### config.mk
export PLATFORM = sky130hd
export DESIGN_NAME = ascon_perm_controller
export DESIGN_NICKNAME = d
export VERILOG_FILES = /design/src/rtl/ascon_pkg.sv /design/src/rtl/ascon_round_counter.sv /design/src/rtl/ascon_perm_controller.sv
export SDC_FILE = /design/constraint.sdc
export NUM_CORES = 1
export LEC_CHECK = 0
export ABC_AREA = 0
export BUFFER_PORTS_ARGS = -buffer_cell sky130_fd_sc_hd__buf_4
export CORE_ASPECT_RATIO = 1.2
export CORE_UTILIZATION = 30
export DETAILED_ROUTE_END_ITERATION = 12
export GPL_ROUTABILITY_DRIVEN = 1
export SYNTH_ARGS = -nofsm -noshare
export SYNTH_HDL_FRONTEND = slang
export SYNTH_SLANG_ARGS = --single-unit
### constraint.sdc
create_clock -name clock -period 1.65 [get_ports clock]
set_input_delay 0.0825 -clock clock [delete_from_list [all_inputs] [get_ports clock]]
set_output_delay 0.0825 -clock clock [all_outputs]
set_load 0.05 [all_outputs]
### src/rtl/ascon_pkg.sv
// Shared types and constants for the ASCON permutation controller.
// Round indices follow the ASCON round-constant table (0..11).
package ascon_pkg;

   typedef enum logic [2:0] {
      IDLE    = 3'd0,
      INIT    = 3'd1,
      AD_WAIT = 3'd2,
      AD_PERM = 3'd3,
      PT_WAIT = 3'd4,
      PT_PERM = 3'd5,
      FIN     = 3'd6,
      DONE    = 3'd7
   } t_ctrl_state;

   localparam int unsigned C_ROUND_WIDTH = 4;

   localparam logic [C_ROUND_WIDTH-1:0] C_PA_FIRST_ROUND = 4'd0;
   localparam logic [C_ROUND_WIDTH-1:0] C_PB_FIRST_ROUND = 4'd6;
   localparam logic [C_ROUND_WIDTH-1:0] C_LAST_ROUND     = 4'd11;

   // Round that follows a given first round once the absorbed block has been mixed in.
   function automatic logic [C_ROUND_WIDTH-1:0] round_after(input logic [C_ROUND_WIDTH-1:0] first_round);
      return first_round + 4'd1;
   endfunction

endpackage

### src/rtl/ascon_round_counter.sv
// Loadable 4-bit round index counter; saturates at the last round and flags it.
module ascon_round_counter
   import ascon_pkg::*;
(
   input  logic                     clock,
   input  logic                     reset_n,
   input  logic                     clear_i,
   input  logic                     load_i,
   input  logic [C_ROUND_WIDTH-1:0] load_value_i,
   input  logic                     incr_i,
   output logic [C_ROUND_WIDTH-1:0] round_o,
   output logic                     last_o
);

   logic [C_ROUND_WIDTH-1:0] round_q;
   logic [C_ROUND_WIDTH-1:0] round_d;

   // Next round index: clear beats load beats increment.
   always_comb begin
      round_d = round_q;
      if (clear_i) begin
         round_d = C_PA_FIRST_ROUND;
      end else if (load_i) begin
         round_d = load_value_i;
      end else if (incr_i && (round_q != C_LAST_ROUND)) begin
         round_d = round_q + 4'd1;
      end else begin
         round_d = round_q;
      end
   end

   // Round index register.
   always_ff @(posedge clock or negedge reset_n) begin
      if (!reset_n) begin
         round_q <= C_PA_FIRST_ROUND;
      end else begin
         round_q <= round_d;
      end
   end

   assign round_o = round_q;
   assign last_o  = (round_q == C_LAST_ROUND);

endmodule

### src/rtl/ascon_perm_controller.sv
// Sequencer for the one-round-per-cycle ASCON-128 encryption datapath:
// initialization, AD absorption, plaintext encryption and finalization.
module ascon_perm_controller
   import ascon_pkg::*;
#(
   parameter int unsigned G_CNT_WIDTH = 8
) (
   input  logic                   clock,
   input  logic                   reset_n,
   input  logic                   i_start,
   input  logic                   i_abort,
   input  logic [G_CNT_WIDTH-1:0] i_num_ad,
   input  logic [G_CNT_WIDTH-1:0] i_num_pt,
   input  logic                   i_data_valid,
   output logic                   o_data_ready,
   output logic                   o_busy,
   output logic                   o_done,
   output logic                   o_cipher_valid,
   output logic                   o_tag_valid,
   output logic                   o_sys_enable,
   output logic                   o_mux_select,
   output logic                   o_enable_xor_key_begin,
   output logic                   o_enable_xor_data_begin,
   output logic                   o_enable_xor_key_end,
   output logic                   o_enable_xor_lsb_end,
   output logic                   o_enable_cipher_reg,
   output logic                   o_enable_tag_reg,
   output logic                   o_enable_state_reg,
   output logic [3:0]             o_round
);

   localparam logic [G_CNT_WIDTH-1:0] C_CNT_ZERO = {G_CNT_WIDTH{1'b0}};
   localparam logic [G_CNT_WIDTH-1:0] C_CNT_ONE  = {{(G_CNT_WIDTH-1){1'b0}}, 1'b1};

   t_ctrl_state              state_q;
   t_ctrl_state              state_d;
   logic [G_CNT_WIDTH-1:0]   ad_cnt_q;
   logic [G_CNT_WIDTH-1:0]   ad_cnt_d;
   logic [G_CNT_WIDTH-1:0]   pt_cnt_q;
   logic [G_CNT_WIDTH-1:0]   pt_cnt_d;
   logic                     cipher_valid_q;
   logic                     sys_en_q;

   logic                     rc_clear_s;
   logic                     rc_load_s;
   logic [C_ROUND_WIDTH-1:0] rc_load_val_s;
   logic                     rc_incr_s;
   logic [C_ROUND_WIDTH-1:0] rc_s;
   logic                     rc_last_s;
   logic                     ad_last_s;
   logic                     pt_last_s;

   logic                     data_ready_s;
   logic                     done_s;
   logic                     mux_select_s;
   logic                     xor_key_begin_s;
   logic                     xor_data_begin_s;
   logic                     xor_key_end_s;
   logic                     xor_lsb_end_s;
   logic                     cipher_reg_s;
   logic                     tag_reg_s;
   logic                     state_reg_s;
   logic [C_ROUND_WIDTH-1:0] round_s;

   ascon_round_counter u_round_counter (
      .clock        (clock),
      .reset_n      (reset_n),
      .clear_i      (rc_clear_s),
      .load_i       (rc_load_s),
      .load_value_i (rc_load_val_s),
      .incr_i       (rc_incr_s),
      .round_o      (rc_s),
      .last_o       (rc_last_s)
   );

   // The final block of each phase is the one seen while its down-counter reads one.
   assign ad_last_s = (ad_cnt_q == C_CNT_ONE);
   assign pt_last_s = (pt_cnt_q == C_CNT_ONE);

   // Next state, block counters and round-counter control; abort overrides everything.
   always_comb begin
      state_d       = state_q;
      ad_cnt_d      = ad_cnt_q;
      pt_cnt_d      = pt_cnt_q;
      rc_clear_s    = 1'b0;
      rc_load_s     = 1'b0;
      rc_load_val_s = C_PA_FIRST_ROUND;
      rc_incr_s     = 1'b0;
      if (i_abort) begin
         state_d    = IDLE;
         ad_cnt_d   = C_CNT_ZERO;
         pt_cnt_d   = C_CNT_ZERO;
         rc_clear_s = 1'b1;
      end else begin
         case (state_q)
            IDLE: begin
               if (i_start) begin
                  ad_cnt_d      = i_num_ad;
                  pt_cnt_d      = (i_num_pt == C_CNT_ZERO) ? C_CNT_ONE : i_num_pt;
                  rc_load_s     = 1'b1;
                  rc_load_val_s = C_PA_FIRST_ROUND;
                  state_d       = INIT;
               end else begin
                  state_d = IDLE;
               end
            end
            INIT: begin
               if (rc_last_s) begin
                  state_d = (ad_cnt_q != C_CNT_ZERO) ? AD_WAIT : PT_WAIT;
               end else begin
                  rc_incr_s = 1'b1;
               end
            end
            AD_WAIT: begin
               if (i_data_valid) begin
                  rc_load_s     = 1'b1;
                  rc_load_val_s = round_after(C_PB_FIRST_ROUND);
                  state_d       = AD_PERM;
               end else begin
                  state_d = AD_WAIT;
               end
            end
            AD_PERM: begin
               if (rc_last_s) begin
                  ad_cnt_d = (ad_cnt_q != C_CNT_ZERO) ? (ad_cnt_q - C_CNT_ONE) : ad_cnt_q;
                  state_d  = ad_last_s ? PT_WAIT : AD_WAIT;
               end else begin
                  rc_incr_s = 1'b1;
               end
            end
            PT_WAIT: begin
               if (i_data_valid) begin
                  rc_load_s = 1'b1;
                  if (pt_last_s) begin
                     rc_load_val_s = round_after(C_PA_FIRST_ROUND);
                     state_d       = FIN;
                  end else begin
                     rc_load_val_s = round_after(C_PB_FIRST_ROUND);
                     state_d       = PT_PERM;
                  end
               end else begin
                  state_d = PT_WAIT;
               end
            end
            PT_PERM: begin
               if (rc_last_s) begin
                  pt_cnt_d = (pt_cnt_q != C_CNT_ZERO) ? (pt_cnt_q - C_CNT_ONE) : pt_cnt_q;
                  state_d  = PT_WAIT;
               end else begin
                  rc_incr_s = 1'b1;
               end
            end
            FIN: begin
               if (rc_last_s) begin
                  state_d = DONE;
               end else begin
                  rc_incr_s = 1'b1;
               end
            end
            DONE: begin
               rc_clear_s = 1'b1;
               state_d    = IDLE;
            end
            default: begin
               state_d = IDLE;
            end
         endcase
      end
   end

   // Datapath strobes; the abort cycle only clears the datapath, so every strobe stays low.
   always_comb begin
      data_ready_s     = 1'b0;
      done_s           = 1'b0;
      mux_select_s     = 1'b0;
      xor_key_begin_s  = 1'b0;
      xor_data_begin_s = 1'b0;
      xor_key_end_s    = 1'b0;
      xor_lsb_end_s    = 1'b0;
      cipher_reg_s     = 1'b0;
      tag_reg_s        = 1'b0;
      state_reg_s      = 1'b0;
      round_s          = C_PA_FIRST_ROUND;
      if (!i_abort) begin
         case (state_q)
            INIT: begin
               round_s       = rc_s;
               state_reg_s   = 1'b1;
               mux_select_s  = (rc_s != C_PA_FIRST_ROUND);
               xor_key_end_s = rc_last_s;
               xor_lsb_end_s = rc_last_s && (ad_cnt_q == C_CNT_ZERO);
            end
            AD_WAIT: begin
               data_ready_s     = 1'b1;
               round_s          = C_PB_FIRST_ROUND;
               mux_select_s     = 1'b1;
               xor_data_begin_s = 1'b1;
               state_reg_s      = i_data_valid;
            end
            AD_PERM: begin
               round_s       = rc_s;
               mux_select_s  = 1'b1;
               state_reg_s   = 1'b1;
               xor_lsb_end_s = rc_last_s && ad_last_s;
            end
            PT_WAIT: begin
               data_ready_s     = 1'b1;
               mux_select_s     = 1'b1;
               xor_data_begin_s = 1'b1;
               state_reg_s      = i_data_valid;
               cipher_reg_s     = i_data_valid;
               // The last block goes straight into finalization with the key folded in first.
               if (pt_last_s) begin
                  round_s         = C_PA_FIRST_ROUND;
                  xor_key_begin_s = 1'b1;
               end else begin
                  round_s         = C_PB_FIRST_ROUND;
                  xor_key_begin_s = 1'b0;
               end
            end
            PT_PERM: begin
               round_s      = rc_s;
               mux_select_s = 1'b1;
               state_reg_s  = 1'b1;
            end
            FIN: begin
               round_s       = rc_s;
               mux_select_s  = 1'b1;
               state_reg_s   = 1'b1;
               xor_key_end_s = rc_last_s;
               tag_reg_s     = rc_last_s;
            end
            DONE: begin
               done_s = 1'b1;
            end
            default: begin
               done_s = 1'b0;
            end
         endcase
      end else begin
         round_s = C_PA_FIRST_ROUND;
      end
   end

   // FSM state, block counters and the registered status flags.
   always_ff @(posedge clock or negedge reset_n) begin
      if (!reset_n) begin
         state_q        <= IDLE;
         ad_cnt_q       <= C_CNT_ZERO;
         pt_cnt_q       <= C_CNT_ZERO;
         cipher_valid_q <= 1'b0;
         sys_en_q       <= 1'b0;
      end else begin
         state_q        <= state_d;
         ad_cnt_q       <= ad_cnt_d;
         pt_cnt_q       <= pt_cnt_d;
         cipher_valid_q <= cipher_reg_s;
         sys_en_q       <= 1'b1;
      end
   end

   assign o_data_ready            = data_ready_s;
   assign o_busy                  = (state_q != IDLE);
   assign o_done                  = done_s;
   assign o_tag_valid             = done_s;
   assign o_cipher_valid          = cipher_valid_q;
   assign o_sys_enable            = sys_en_q && !i_abort;
   assign o_mux_select            = mux_select_s;
   assign o_enable_xor_key_begin  = xor_key_begin_s;
   assign o_enable_xor_data_begin = xor_data_begin_s;
   assign o_enable_xor_key_end    = xor_key_end_s;
   assign o_enable_xor_lsb_end    = xor_lsb_end_s;
   assign o_enable_cipher_reg     = cipher_reg_s;
   assign o_enable_tag_reg        = tag_reg_s;
   assign o_enable_state_reg      = state_reg_s;
   assign o_round                 = round_s;

endmodule

Word-level counts from Yosys, hierarchy flattened
Cells that the tools add are included.

Register bits: 25. Input port bits: 21.

$add $sub $neg: 3. Reduce and logical (&&, ||, !) cells: 22. Muxes and demuxes: 61. Equal/unequal tests: 18.

Operators with widths (count): $mux W8 (9); $mux W3 (13); $pmux W8 S2 (2); $mux W1 (25); $pmux W3 S8 (1); $ne A3 B3 Y1 const B (7); $eq A8 B1 Y1 const B (2); $logic_not A8 Y1 (2); $mux W4 (4); $reduce_bool A8 Y1 (2); $sub A8 B1 Y8 const B (2); $eq A3 B3 Y1 const B (4); $pmux W4 S3 (1); $reduce_and A4 Y1 (3); $reduce_bool A3 Y1 (4); $pmux W1 S2 (4); $eq A3 B2 Y1 const B (2); $pmux W3 S2 (1); $reduce_or A5 Y1 (1); $add A4 B1 Y4 const B (1); $eq A4 B4 Y1 const B (1); $logic_and A1 B1 Y1 (4); $ne A4 B4 Y1 const B (1); $reduce_bool A4 Y1 (1); 6 further kinds (7).

Longest topological paths before layout
Gate-level depths: netlist of the first run.

Depth after elaboration: 8. Gate-level depth with buffers: 8. Mapped depth without buffers: 6.

Hierarchy
A second synthesis of the first run with hierarchy kept.

Cells, all modules: 253. Area, all modules: 2039.5 um^2.

By module, submodules not included: ascon_perm_controller (area each 1794.2 um^2, seq. area each 525.5 um^2, cells an instance 227, instances 1); ascon_round_counter (area each 245.2 um^2, seq. area each 100.1 um^2, cells an instance 26, instances 1).

Worst setup path after synthesis of the first run
Ideal clock, no wire load.

Path type: register to output. Start point: register state_q[0]. End point: output o_round[2]. Cell stages (with the launch flop): 5. Setup slack: -1.810 ns. Data arrival time: 3.377 ns. Data required time: 1.567 ns. Path through: dfrtp_1 buf_2 buf_2 buf_1 a2111oi_0.

Cells in the longest elaborated chain, start to end: 4.

RTL lines: start, declared (line ascon_perm_controller.sv:35) `t_ctrl_state state_q;`; start signal, assigned (line ascon_perm_controller.sv:254) `state_q <= state_d;`; $eq A3 B3 Y1 (tied with other cells) (line ascon_perm_controller.sv:185) `case (state_q)`; $reduce_or A4 Y1 (no line); $pmux W4 S3 * (line ascon_perm_controller.sv:185); $mux W4 * (line ascon_perm_controller.sv:184) `if (!i_abort) begin`; end, declared (line ascon_perm_controller.sv:29) `output logic [3:0] o_round`.

Every way passes the cells marked *; elsewhere a longest branch is shown, timed or not.

Worst setup path in the final report of the first run
Start point: register state_q[0]. End point: output o_enable_xor_lsb_end.

Cells in the longest elaborated chain, start to end: 3.

RTL lines: $eq A3 B2 Y1 or $eq A3 B1 Y1 (tied branches) (line ascon_perm_controller.sv:185); $pmux W1 S2 * (line ascon_perm_controller.sv:185); $mux W1 * (line ascon_perm_controller.sv:184); end, declared (line ascon_perm_controller.sv:25) `output logic o_enable_xor_lsb_end,`.

Marked as above.

==> out/summary.txt, run 1 <==
========================================================================================================
Run status                                                                                  complete, but fails checks
Violated checks                                                                             setup timing
Syn. warnings                                                                                          0
Post-Syn Nets                                                                                        284
Clk Latency, worst-skew pair                                                                      270 ps
CP Launch Type                                                                                      flop
Root Buffer Master                                                                          sky130_fd_sc_hd__clkbuf_8
Adder-cell share of the synthesized area                                                          4.507%
Area of the mapped netlist                                                                      2221 µm²
Number of maximum-capacitance constraint violations                                                    0
Worst setup timing slack at the placement stage                                                -184.8 ps
Critical Path End                                                                           o_enable_xor_lsb_end
M3 GR Usage                                                                                       1.801%
Chip width                                                                                      80.55 µm
Count of final setup violators                                                                        34
Port Buf Inserts                                                                                      38
IO Count                                                                                              39
CP required                                                                                      1570 ps
Final RePlAce weighted congestion                                                                 0.8656
Overall routed net length                                                                        7948 µm
Startpoint of the tightest hold check path                                                   i_num_pt[6]
Cell area after layout                                                                          3954 µm²
Top cell type by total area after synthesis                                                 sky130_fd_sc_hd__dfrtp_1
Met1 demand-to-capacity share in global routing                                                   23.34%
Routing usage on met2                                                                             35.17%
Post-synthesis area per instance                                                               8.709 µm²
Post-CTS clock slew at the launch and capture registers of the worst setup and hold paths         100 ps
Count of flip-flops with a built-in enable after synthesis                                             0
TritonCTS sink count                                                                                  25
FILL cells                                                                                           623
Synth-to-Final Area Change                                                                        78.03%
RR Endpoint                                                                                 pt_cnt_q[4]$_DFFE_PN0P_
Most Used Layer, Global Route                                                                       met2
Post-placement cell area                                                                        3203 µm²
Startpoint of the most critical register-to-register path                                   state_q[0]$_DFFE_PN0P_
Overall global routing resource usage                                                             19.19%
Hold violation count in the final report                                                               0
Crit path max fanout                                                                                  14
Worst r2r path cells                                                                                   5
Per-cell routed wire length                                                                     17.39 µm
1st-iter DRT viols                                                                                    96
Diode count                                                                                            0
Simple-gate share of the synthesized area                                                         26.25%
Max Freq                                                                                       547.3 MHz
Clock Path Buffers                                                                                     2
Global-route wire length before repair                                                          11690 µm
Largest family of logic cells by synthesized area                                           compound AO/OA/AOI/OAI gates
Critical Path End Type                                                                        output pin
Vias in the first global route                                                                      2439
Crit path setup slack, layout                                                                  -177.1 ps
Peak supply drop                                                                                316.8 µV
Total number of nets in the final design                                                             397
Floorplan die height                                                                            96.25 µm
Predominant post-synthesis flop cell                                                        sky130_fd_sc_hd__dfrtp_1
Count of vias placed by the detailed router                                                         2558
Lkg Pwr                                                                                         1.682 nW
Fraction of final layout cells with drive strength greater than 1                                 56.68%
Worst Hold Class                                                                            input port to flop
Kind of critical path                                                                       flop to output pin
DR DRC count                                                                                           0
Clock tree from TritonCTS                                                                           done
Count of H-tree levels built during CTS                                                                1
Data arrival time of the critical path                                                           1740 ps
Maximum number of pins on one net before global-route repair                                          26
Xor and xnor fraction of the mapped netlist area                                                 0.7887%
Starting utilization of the core area                                                             30.89%
RSZ-0062 raised after global routing                                                                true
DPL Wire Length                                                                                  5076 µm
Flop2flop setup slack                                                                            -170 ps
Area of combinational cells with multiple inputs                                                2033 µm²
DR vias/cell                                                                                       5.597
Total count of max-transition violations in the final report                                           0
Start point of the critical path                                                            state_q[0]$_DFFE_PN0P_
Depth of the worst hold-timing path                                                                    3
TritonCTS Buffers                                                                                      3
Final period demand of the worst path                                                            1827 ps
Ratio of final minimum period to clock period                                                     110.7%
Share of synthesized flip-flops with an asynchronous set or reset                                 100.0%
Final ANT Viol Nets                                                                                    0
Flip-flop and latch area                                                                       630.6 µm²
Area fraction in compound gates after synthesis                                                   31.94%
Share of the synthesized area in the top cell type                                                28.17%
Floorplan core area                                                                             7189 µm²
Fraction of synthesized area in multiplexers                                                      2.141%
Seq/Total Area, Yosys                                                                             28.17%
Setup skew after layout                                                                         4.259 ps
Total overflow reported by the global router                                                           0
Floorplan row count                                                                                   34
Number of synthesized register bits                                                                   25
Die area                                                                                        7752 µm²
Cell count after synthesis                                                                           255
Number of iterations in the first detailed-routing pass                                                4
Antenna violations before repair                                                                       0
Area contributors post-synth                                                                sky130_fd_sc_hd__dfrtp_1, sky130_fd_sc_hd__o2bb2ai_1, sky130_fd_sc_hd__ha_1
Power density relative to cell area                                                         527.1 nW/µm²
Distinct cell type count after synthesis                                                              72
========================================================================================================
-- metal layers --
metal  vias up  wire, µm  share of wire [%]
met2        54      4276                 54
met5         -         0                  0
met3        15       181                2.3
met1      1257      3327                 42
met4         0       162                2.0
li1       1232         -                  -
-- cell usage after synthesis, drive strengths merged (3+ instances only) --
cell,count
a22oi,3
or2,3
o32ai,7
nand2,9
nor3b,4
o22ai,4
a21oi,19
o21ai,11
nor4,8
nor2b,3
ha,8
buf,12
o221ai,6
or3b,3
nor2,18
nor4b,3
o2bb2ai,12
nand3b,6
or3,4
clkbuf,9
mux2,3
dfrtp,25
nor3,14
inv,8
a31oi,3
nand2b,6
-- cell type report --
type	instances	area share (%)
Tap cell	90	2.848
Sequential cell	25	15.95
Clock buffer	4	1.139
Timing Repair Buffer	129	27.88
Multi-Input combinational cell	201	51.42
Inverter	8	0.7595
-- logic make-up (layout without fill, tap and decap cells) --
| family | count (synthesis) | after routing |
|---|---|---|
| and+or+nand+nor | 92 | 92 |
| DFF | 25 | 25 |
| buffers and inverters | 29 | 141 |
| xor gates and xnor gates | 2 | 2 |
| other | 1 | 1 |
| muxes | 4 | 4 |
| AOI/OAI and AO/OA | 94 | 94 |
| adders and majority gates | 8 | 8 |
-- per-stage QoR --
stage	hold WS [ps]	instances	util [%]	setup TNS, ps	power (mW)
6_report	95.16	457	54.99	-3449	2.084
5_1_grt	96.33	457	54.99	-6012	2.186
4_1_cts	72.47	446	51.13	-3184	1.952
3_5_place_dp	24.75	424	44.55	-3076	1.438
3_3_place_gp	23.80	424	44.55	-2171	1.428
2_1_floorplan	-213.1	255	-	-912.3	1.154
-- cells in the final DEF (no fill, tap or decap), types with 4 or more instances in the layout --
master | netlist | layout
sky130_fd_sc_hd__buf_4 | 3 | 96
sky130_fd_sc_hd__buf_6 | 1 | 29
sky130_fd_sc_hd__dfrtp_1 | 25 | 21
sky130_fd_sc_hd__a21oi_1 | 18 | 18
sky130_fd_sc_hd__nor2_1 | 18 | 14
sky130_fd_sc_hd__nand2_1 | 9 | 8
sky130_fd_sc_hd__o2bb2ai_1 | 12 | 7
sky130_fd_sc_hd__o21ai_0 | 8 | 6
sky130_fd_sc_hd__nor3_1 | 13 | 6
sky130_fd_sc_hd__inv_1 | 8 | 5
sky130_fd_sc_hd__nor3_4 | 0 | 5
sky130_fd_sc_hd__nor4_1 | 7 | 5
sky130_fd_sc_hd__o2bb2ai_2 | 0 | 5
sky130_fd_sc_hd__ha_1 | 8 | 5
sky130_fd_sc_hd__nand3b_1 | 4 | 4
sky130_fd_sc_hd__dfrtp_2 | 0 | 4
-- worst min-delay path by stage --
| stage | endpoint |
|---|---|
| after global placement | ad_cnt_q[5]$_DFFE_PN0P_ |
| after floorplan | ad_cnt_q[0]$_DFFE_PN0P_ |
| after detailed placement | ad_cnt_q[4]$_DFFE_PN0P_ |
| final | pt_cnt_q[6]$_DFFE_PN0P_ |
| after CTS | ad_cnt_q[6]$_DFFE_PN0P_ |
| after global routing | ad_cnt_q[3]$_DFFE_PN0P_ |
-- timing repair --
item | in CTS | in global routing
hold endpoints to repair | 25 | 0
resized for setup | 63 | 34
pin swaps | 37 | 20
setup endpoints to repair | 38 | 36
buffers inserted | 17 | 12
hold buffers | 1 | 0
-- power by group --
group	leakage, nW	switching [mW]	total [mW]	internal [mW]
clock	0.0228	0.218	0.392	0.173
sequential	0.328	0.0538	0.711	0.657
combinational	1.33	0.494	0.982	0.488
-- critical path, stage by stage (launching register included) --
cell	delay, ps
sky130_fd_sc_hd__dfrtp_2	470
sky130_fd_sc_hd__buf_4	150
sky130_fd_sc_hd__buf_4	130
sky130_fd_sc_hd__nand3b_4	90
sky130_fd_sc_hd__buf_6	180
sky130_fd_sc_hd__a31oi_4	50
sky130_fd_sc_hd__nor3_4	210
sky130_fd_sc_hd__buf_6	180
-- registers in the layout, indices dropped and copies added (netlist names) --
register,flops
ad_cnt_q,8
o_cipher_valid,1
pt_cnt_q,8
state_q,3
sys_en_q,1
u_round_counter.round_o,4
Note: power is estimated with default switching activity, not from simulation.
==> inputs of run 2 (changes only) <==
==> constraint.sdc (replaced) <==
create_clock -name clock -period 1.65 [get_ports clock]
set_input_delay 0.33 -clock clock [delete_from_list [all_inputs] [get_ports clock]]
set_output_delay 0.33 -clock clock [all_outputs]
set_load 0.05 [all_outputs]
==> out/summary.txt, run 2 (synthesized netlist as in run 1, its figures left out) <==
========================================================================================================
Run status                                                                                  complete, but fails checks
Violated checks                                                                             DRC, setup timing
Starting utilization of the core area                                                             30.89%   unchanged
Clock tree from TritonCTS                                                                           done
Sequential Power Share                                                                             31.9%   -2.2 points
Lkg Pwr                                                                                         1.890 nW   +12%
Root Buffer Master                                                                          sky130_fd_sc_hd__clkbuf_8
Layout Utilization                                                                                60.82%   +5.8 points
CP required                                                                                      1320 ps   -250 ps
Switching portion of total power                                                                  37.30%   +0.55 points
Count of vias placed by the detailed router                                                         2712   +6.0%
Combinational share of power                                                                       49.4%   +2.3 points
Overall routed net length                                                                        8531 µm   +7.3%
Commonest non-fill, non-tap cell in the layout                                              sky130_fd_sc_hd__buf_4
Crit path max fanout                                                                                   2   -12
Layout Cells excl Fill                                                                               483   +5.7%
Count of final setup violators                                                                        36   +5.9%
Clock Path Buffers                                                                                     2   unchanged
Per-cell routed wire length                                                                     17.66 µm   +1.6%
Cell area after layout                                                                          4373 µm²   +11%
Commonest cells after routing, fill and taps aside                                          sky130_fd_sc_hd__buf_4, sky130_fd_sc_hd__buf_6, sky130_fd_sc_hd__dfrtp_1, sky130_fd_sc_hd__a21oi_1, sky130_fd_sc_hd__nor2_1
Number of iterations in the first detailed-routing pass                                                8   +4
Diode count                                                                                            0   unchanged
Final period demand of the worst path                                                            2069 ps   +241.8 ps
Worst hold slack                                                                                313.6 ps   +218.5 ps
Total count of max-transition violations in the final report                                           0   unchanged
Clock Power Share                                                                                  18.7%   about the same
Post-CTS clock slew at the launch and capture registers of the worst setup and hold paths         110 ps   about the same
Total instance count after detailed placement                                                        440   +3.8%
Power density relative to cell area                                                         506.6 nW/µm²   -3.9%
Floorplan die height                                                                            96.25 µm   unchanged
Peak supply drop                                                                                336.1 µV   +6.1%
Worst setup timing slack at the placement stage                                                -237.2 ps   -52.36 ps
Total overflow reported by the global router                                                           0   unchanged
Clk Latency, worst-skew pair                                                                      290 ps   +20 ps
Port Buf Inserts                                                                                      38   unchanged
Number of maximum-capacitance constraint violations                                                    0   unchanged
Critical Path End Type                                                                        output pin
Worst Hold Class                                                                            input port to flop
Switching power total                                                                          0.8263 mW   +7.9%
Synth-to-Final Area Change                                                                        96.90%
DR DRC count                                                                                           1   +1
Hold violation count in the final report                                                               0   unchanged
Kind of critical path                                                                       flop to output pin
Fraction of final layout cells with drive strength greater than 1                                 64.63%   +8.0 points
RSZ-0062 raised after global routing                                                                true
CP Launch Type                                                                                      flop
Chip width                                                                                      80.55 µm   unchanged
DR vias/cell                                                                                       5.615   +0.31%
Data arrival time of the critical path                                                           1740 ps   about the same
1st-iter DRT viols                                                                                   107   +11%
TritonCTS Buffers                                                                                      3   unchanged
DPL Wire Length                                                                                  5439 µm   +7.1%
Total power draw                                                                                2.215 mW   +6.3%
Global-route wire length before repair                                                          12990 µm   +11%
TritonCTS sink count                                                                                  25   unchanged
Ratio of final minimum period to clock period                                                     125.4%   +15 points
Floorplan core area                                                                             7189 µm²   unchanged
Count of H-tree levels built during CTS                                                                1   unchanged
Total number of nets in the final design                                                             423   +6.5%
Overall global routing resource usage                                                             21.66%   +2.5 points
Max Freq                                                                                       483.4 MHz   -12%
Final RePlAce weighted congestion                                                                 0.8539   -1.4%
Post-placement cell area                                                                        3386 µm²   +5.7%
Antenna violations before repair                                                                       0   unchanged
Vias in the first global route                                                                      2677   +9.8%
Setup skew after layout                                                                         1.635 ps   -2.624 ps
Floorplan row count                                                                                   34   unchanged
Final ANT Viol Nets                                                                                    0   unchanged
IO Count                                                                                              39   unchanged
Internal Power                                                                                  1.389 mW   +5.4%
Total negative slack for setup checks                                                           -8176 ps   -4728 ps
Crit path setup slack, layout                                                                  -418.8 ps   -241.8 ps
Die area                                                                                        7752 µm²   unchanged
Maximum number of pins on one net before global-route repair                                          26   unchanged
========================================================================================================
run 2: cell count changes in the layout (fill, tap and decap cells not counted), moves of 3 or more:
cell                        before  now
sky130_fd_sc_hd__buf_4          96  105
sky130_fd_sc_hd__a21oi_2         0    3
sky130_fd_sc_hd__buf_6          29   35
sky130_fd_sc_hd__a21oi_1        18   15
sky130_fd_sc_hd__buf_8           0    9
sky130_fd_sc_hd__o2bb2ai_1       7    3
sky130_fd_sc_hd__o2bb2ai_2       5    9
sky130_fd_sc_hd__buf_12          2    5
run 2: final timing paths:
kind	start	end	slack [ps]	cells past startpoint
min reg2reg	ad_cnt_q[5]$_DFFE_PN0P_	ad_cnt_q[5]$_DFFE_PN0P_	550	1
min in group asynchronous	reset_n	u_round_counter.round_o[0]$_DFFE_PN0P_	490	2
max in group asynchronous	reset_n	state_q[1]$_DFFE_PN0P_	850	2
max	pt_cnt_q[1]$_DFFE_PN0P_	o_round[2]	-420	7
min	i_num_ad[3]	ad_cnt_q[3]$_DFFE_PN0P_	310	3
max reg2reg	state_q[2]$_DFFE_PN0P_	pt_cnt_q[3]$_DFFE_PN0P_	-290	7
run 2: layout make-up:
class                      instances  area, µm²
clock buffer                       3      41.29
clock inverter                     1      5.005
fill                             593       2816
inverter                           8      35.03
multi-input combinational        201       2121
sequential                        25      630.6
tap                               90      112.6
timing repair buffer             155       1428
run 2: repair_timing:
| action | 4_1_cts | 5_1_grt |
|---|---|---|
| gates resized for setup | 97 | 38 |
| pin swaps | 53 | 32 |
| setup buffers | 21 | 23 |
| hold buffers | 1 | 0 |
| endpoints found under the hold margin | 25 | 0 |
| endpoints found under the setup margin | 38 | 39 |
run 2: per-layer routing:
| metal | global-route usage [%] | share of wire, % | vias up |
|---|---|---|---|
| met1 | 25.86 | 41 | 1329 |
| li1 | - | - | 1275 |
| met3 | 2.749 | 3.0 | 28 |
| met5 | 0 | 0 | - |
| met4 | 10.42 | 3.6 | 0 |
| met2 | 38.06 | 53 | 80 |
run 2: critical path: stages (launching register included):
cell                        delay (ps)
sky130_fd_sc_hd__dfrtp_1           410
sky130_fd_sc_hd__inv_2              80
sky130_fd_sc_hd__ha_4              120
sky130_fd_sc_hd__nor4b_4           220
sky130_fd_sc_hd__nand2_2           130
sky130_fd_sc_hd__a21boi_4          260
sky130_fd_sc_hd__a2111oi_4          60
sky130_fd_sc_hd__buf_6             160
run 2: power by group through the flow:
stage                     sequential [mW]  clock [mW]  combinational, mW
final                               0.707       0.415               1.09
after global routing                0.713       0.445               1.16
after CTS                           0.704       0.420              0.975
after detailed placement            0.716           0              0.795
after global placement              0.714           0              0.791
after floorplan                     0.715           0              0.463
==> inputs of run 3 (changes only) <==
--- a/config.mk
+++ b/config.mk
@@ -7,7 +7,7 @@
 export LEC_CHECK = 0
 export ABC_AREA = 0
 export BUFFER_PORTS_ARGS = -buffer_cell sky130_fd_sc_hd__buf_4
-export CORE_ASPECT_RATIO = 1.2
+export CORE_ASPECT_RATIO = 0.6
 export CORE_UTILIZATION = 30
 export DETAILED_ROUTE_END_ITERATION = 12
 export GPL_ROUTABILITY_DRIVEN = 1
==> out/summary.txt, run 3 (synthesized netlist as in run 1, its figures left out) <==
========================================================================================================
Combinational share of power                                                                       46.9%   -2.5 points
Critical Path End Type                                                                        output pin
Die area                                                                                        7762 µm²   +0.12%
CP required                                                                                      1320 ps   about the same
Total overflow reported by the global router                                                           0   unchanged
CP Depth                                                                                               7   unchanged
Per-cell routed wire length                                                                     18.67 µm   +5.7%
Switching power total                                                                          0.8665 mW   +4.9%
Violated checks                                                                             setup timing
Area of combinational cells with multiple inputs                                                2116 µm²   -0.24%
Number of maximum-capacitance constraint violations                                                    0   unchanged
Total count of max-transition violations in the final report                                           0   unchanged
Switching portion of total power                                                                  35.64%   -1.7 points
Worst Hold Class                                                                            input port to flop
Antenna violations before repair                                                                       0   unchanged
TritonCTS Buffers                                                                                      3   unchanged
FILL cells                                                                                           548   -7.6%
Final ANT Viol Nets                                                                                    0   unchanged
Starting utilization of the core area                                                             32.16%   +1.3 points
RSZ-0062 raised after global routing                                                                true
Startpoint of the tightest hold check path                                                   i_num_ad[2]
Vias in the first global route                                                                      2578   -3.7%
Kind of critical path                                                                       flop to output pin
Power density relative to cell area                                                         560.4 nW/µm²   +11%
Count of vias placed by the detailed router                                                         2719   +0.26%
Peak supply drop                                                                                438.1 µV   +30%
CP Launch Type                                                                                      flop
Crit path cell chain                                                                        ha_4 -> nor4b_4 -> nand2_2 -> a21boi_2 -> buf_4 -> a2111oi_4 -> buf_6
Ratio of final minimum period to clock period                                                     123.9%   -1.4 points
Total number of nets in the final design                                                             419   -0.95%
Worst r2r path cells                                                                                   8   +1
Chip width                                                                                      113.1 µm   +40%
Root Buffer Master                                                                          sky130_fd_sc_hd__clkbuf_16
Floorplan row count                                                                                   23   -32%
Start point of the critical path                                                            pt_cnt_q[0]$_DFFE_PN0P_
Flop2flop setup slack                                                                            -360 ps   -70 ps
Floorplan die height                                                                            68.65 µm   -29%
Clk Latency, worst-skew pair                                                                      270 ps   -20 ps
Crit path setup slack, layout                                                                  -395.2 ps   +23.68 ps
Run status                                                                                  complete, but fails checks
Maximum number of pins on one net before global-route repair                                          26   unchanged
Depth of the worst hold-timing path                                                                    3   unchanged
Flip-flop and latch area                                                                       628.1 µm²   -0.40%
Internal Power                                                                                  1.565 mW   +13%
Clock Path Buffers                                                                                     2   unchanged
Count of final setup violators                                                                        38   +5.6%
Commonest non-fill, non-tap cell in the layout                                              sky130_fd_sc_hd__buf_4
Worst hold slack                                                                                332.1 ps   +18.49 ps
Number of iterations in the first detailed-routing pass                                                5   -3
Synth-to-Final Area Change                                                                        95.32%
Final period demand of the worst path                                                            2045 ps   -23.68 ps
DPL Wire Length                                                                                  5575 µm   +2.5%
Max Freq                                                                                       489.0 MHz   +1.2%
Lkg Pwr                                                                                         1.858 nW   -1.7%
DR vias/cell                                                                                       5.712   +1.7%
Final RePlAce weighted congestion                                                                 0.8758   +2.6%
Overall global routing resource usage                                                             22.60%   +0.94 points
Overall routed net length                                                                        8886 µm   +4.2%
Setup skew after layout                                                                         6.402 ps   +4.767 ps
Data arrival time of the critical path                                                           1720 ps   -20 ps
DR DRC count                                                                                           0   -1
Floorplan core area                                                                             6907 µm²   -3.9%
Global-route wire length before repair                                                          13560 µm   +4.4%
TritonCTS sink count                                                                                  25   unchanged
Count of H-tree levels built during CTS                                                                1   unchanged
Startpoint of the most critical register-to-register path                                   state_q[2]$_DFFE_PN0P_
Layout Utilization                                                                                62.81%   +2.0 points
Post-CTS clock slew at the launch and capture registers of the worst setup and hold paths          80 ps   -30 ps
Crit path max fanout                                                                                   3   +1
Crit path max-delay family                                                                    flip-flops
Clock tree from TritonCTS                                                                           done
Port Buf Inserts                                                                                      38   unchanged
Diode count                                                                                            0   unchanged
Sequential Power Share                                                                             28.8%   -3.1 points
Delay contributed by the slowest stage of the critical path                                       430 ps   +20 ps
1st-iter DRT viols                                                                                   139   +30%
Critical path buffers and inverters                                                                    2   unchanged
Fraction of final layout cells with drive strength greater than 1                                 62.47%   -2.2 points
IO Count                                                                                              39   unchanged
Clock Power Share                                                                                  24.2%   +5.5 points
Commonest cells after routing, fill and taps aside                                          sky130_fd_sc_hd__buf_4, sky130_fd_sc_hd__buf_6, sky130_fd_sc_hd__dfrtp_1, sky130_fd_sc_hd__a21oi_1, sky130_fd_sc_hd__nor2_1
Hold violation count in the final report                                                               0   unchanged
Highest-delay cell along the critical path                                                  sky130_fd_sc_hd__dfrtp_1
========================================================================================================
==> run 3: cell types whose count changed in the layout (fill, tap and decap cells not counted), sizes merged <==
cell and delta:
buf -4, clkinv -1, clkinvlp +1
==> run 3: worst paths after layout <==
path | to
setup / recovery | o_round[2]
hold reg to reg | ad_cnt_q[5]$_DFFE_PN0P_
min in group asynchronous | pt_cnt_q[1]$_DFFE_PN0P_
max in group asynchronous | state_q[1]$_DFFE_PN0P_
hold / removal | ad_cnt_q[2]$_DFFE_PN0P_
setup reg to reg | u_round_counter.round_o[1]$_DFFE_PN0P_
==> run 3: per-stage QoR <==
step / setup TNS, ps / total power [mW] / std cells / setup slack [ps] / cell area [µm²]
after floorplan: -2267 / 1.178 / 255 / -266.6 / 2586
after global placement: -3153 / 1.512 / 438 / -170.9 / 3390
after detailed placement: -4264 / 1.515 / 438 / -213.0 / 3390
after CTS: -7604 / 2.303 / 468 / -418.1 / 4071
after global routing: -10490 / 2.532 / 476 / -461.6 / 4338
final: -8408 / 2.431 / 476 / -395.2 / 4338
==> run 3: worst min-delay path, delay by kind of cell <==
kind,cells,cell delay [ps]
AOI/OAI and AO/OA,2,160
buffers and inverters,1,70
==> run 3: power by group through the flow <==
stage	clock, mW	combinational [mW]	sequential, mW
3_5_place_dp	0	0.806	0.709
2_1_floorplan	0	0.463	0.715
4_1_cts	0.602	1.00	0.699
3_3_place_gp	0	0.802	0.710
6_report	0.589	1.14	0.701
5_1_grt	0.619	1.21	0.707
==> run 3: routing by layer <==
| layer | part of all wire, % | up-vias | track usage, % |
|---|---|---|---|
| met2 | 43 | 109 | 36.81 |
| met3 | 6.1 | 12 | 3.059 |
| met5 | 0 | - | 0 |
| li1 | - | 1270 | - |
| met1 | 49 | 1328 | 33.10 |
| met4 | 1.0 | 0 | 1.974 |
==> run 3: final cells by class <==
type / instances / area share (%)
well taps: 87 / 2.509
inverters: 8 / 0.8076
clock buffers: 3 / 1.731
multi-input cells: 201 / 48.77
repair buffers: 151 / 31.53
clock inverters: 1 / 0.1731
flip-flops and latches: 25 / 14.48
==> run 3: repair_timing <==
action / CTS / global route
pin swaps: 42 / 29
buffers inserted: 24 / 10
hold buffers: 1 / 0
gates resized for setup: 95 / 43
endpoints found under the hold margin: 25 / 0
gates cloned: 1 / 0
endpoints found under the setup margin: 38 / 39
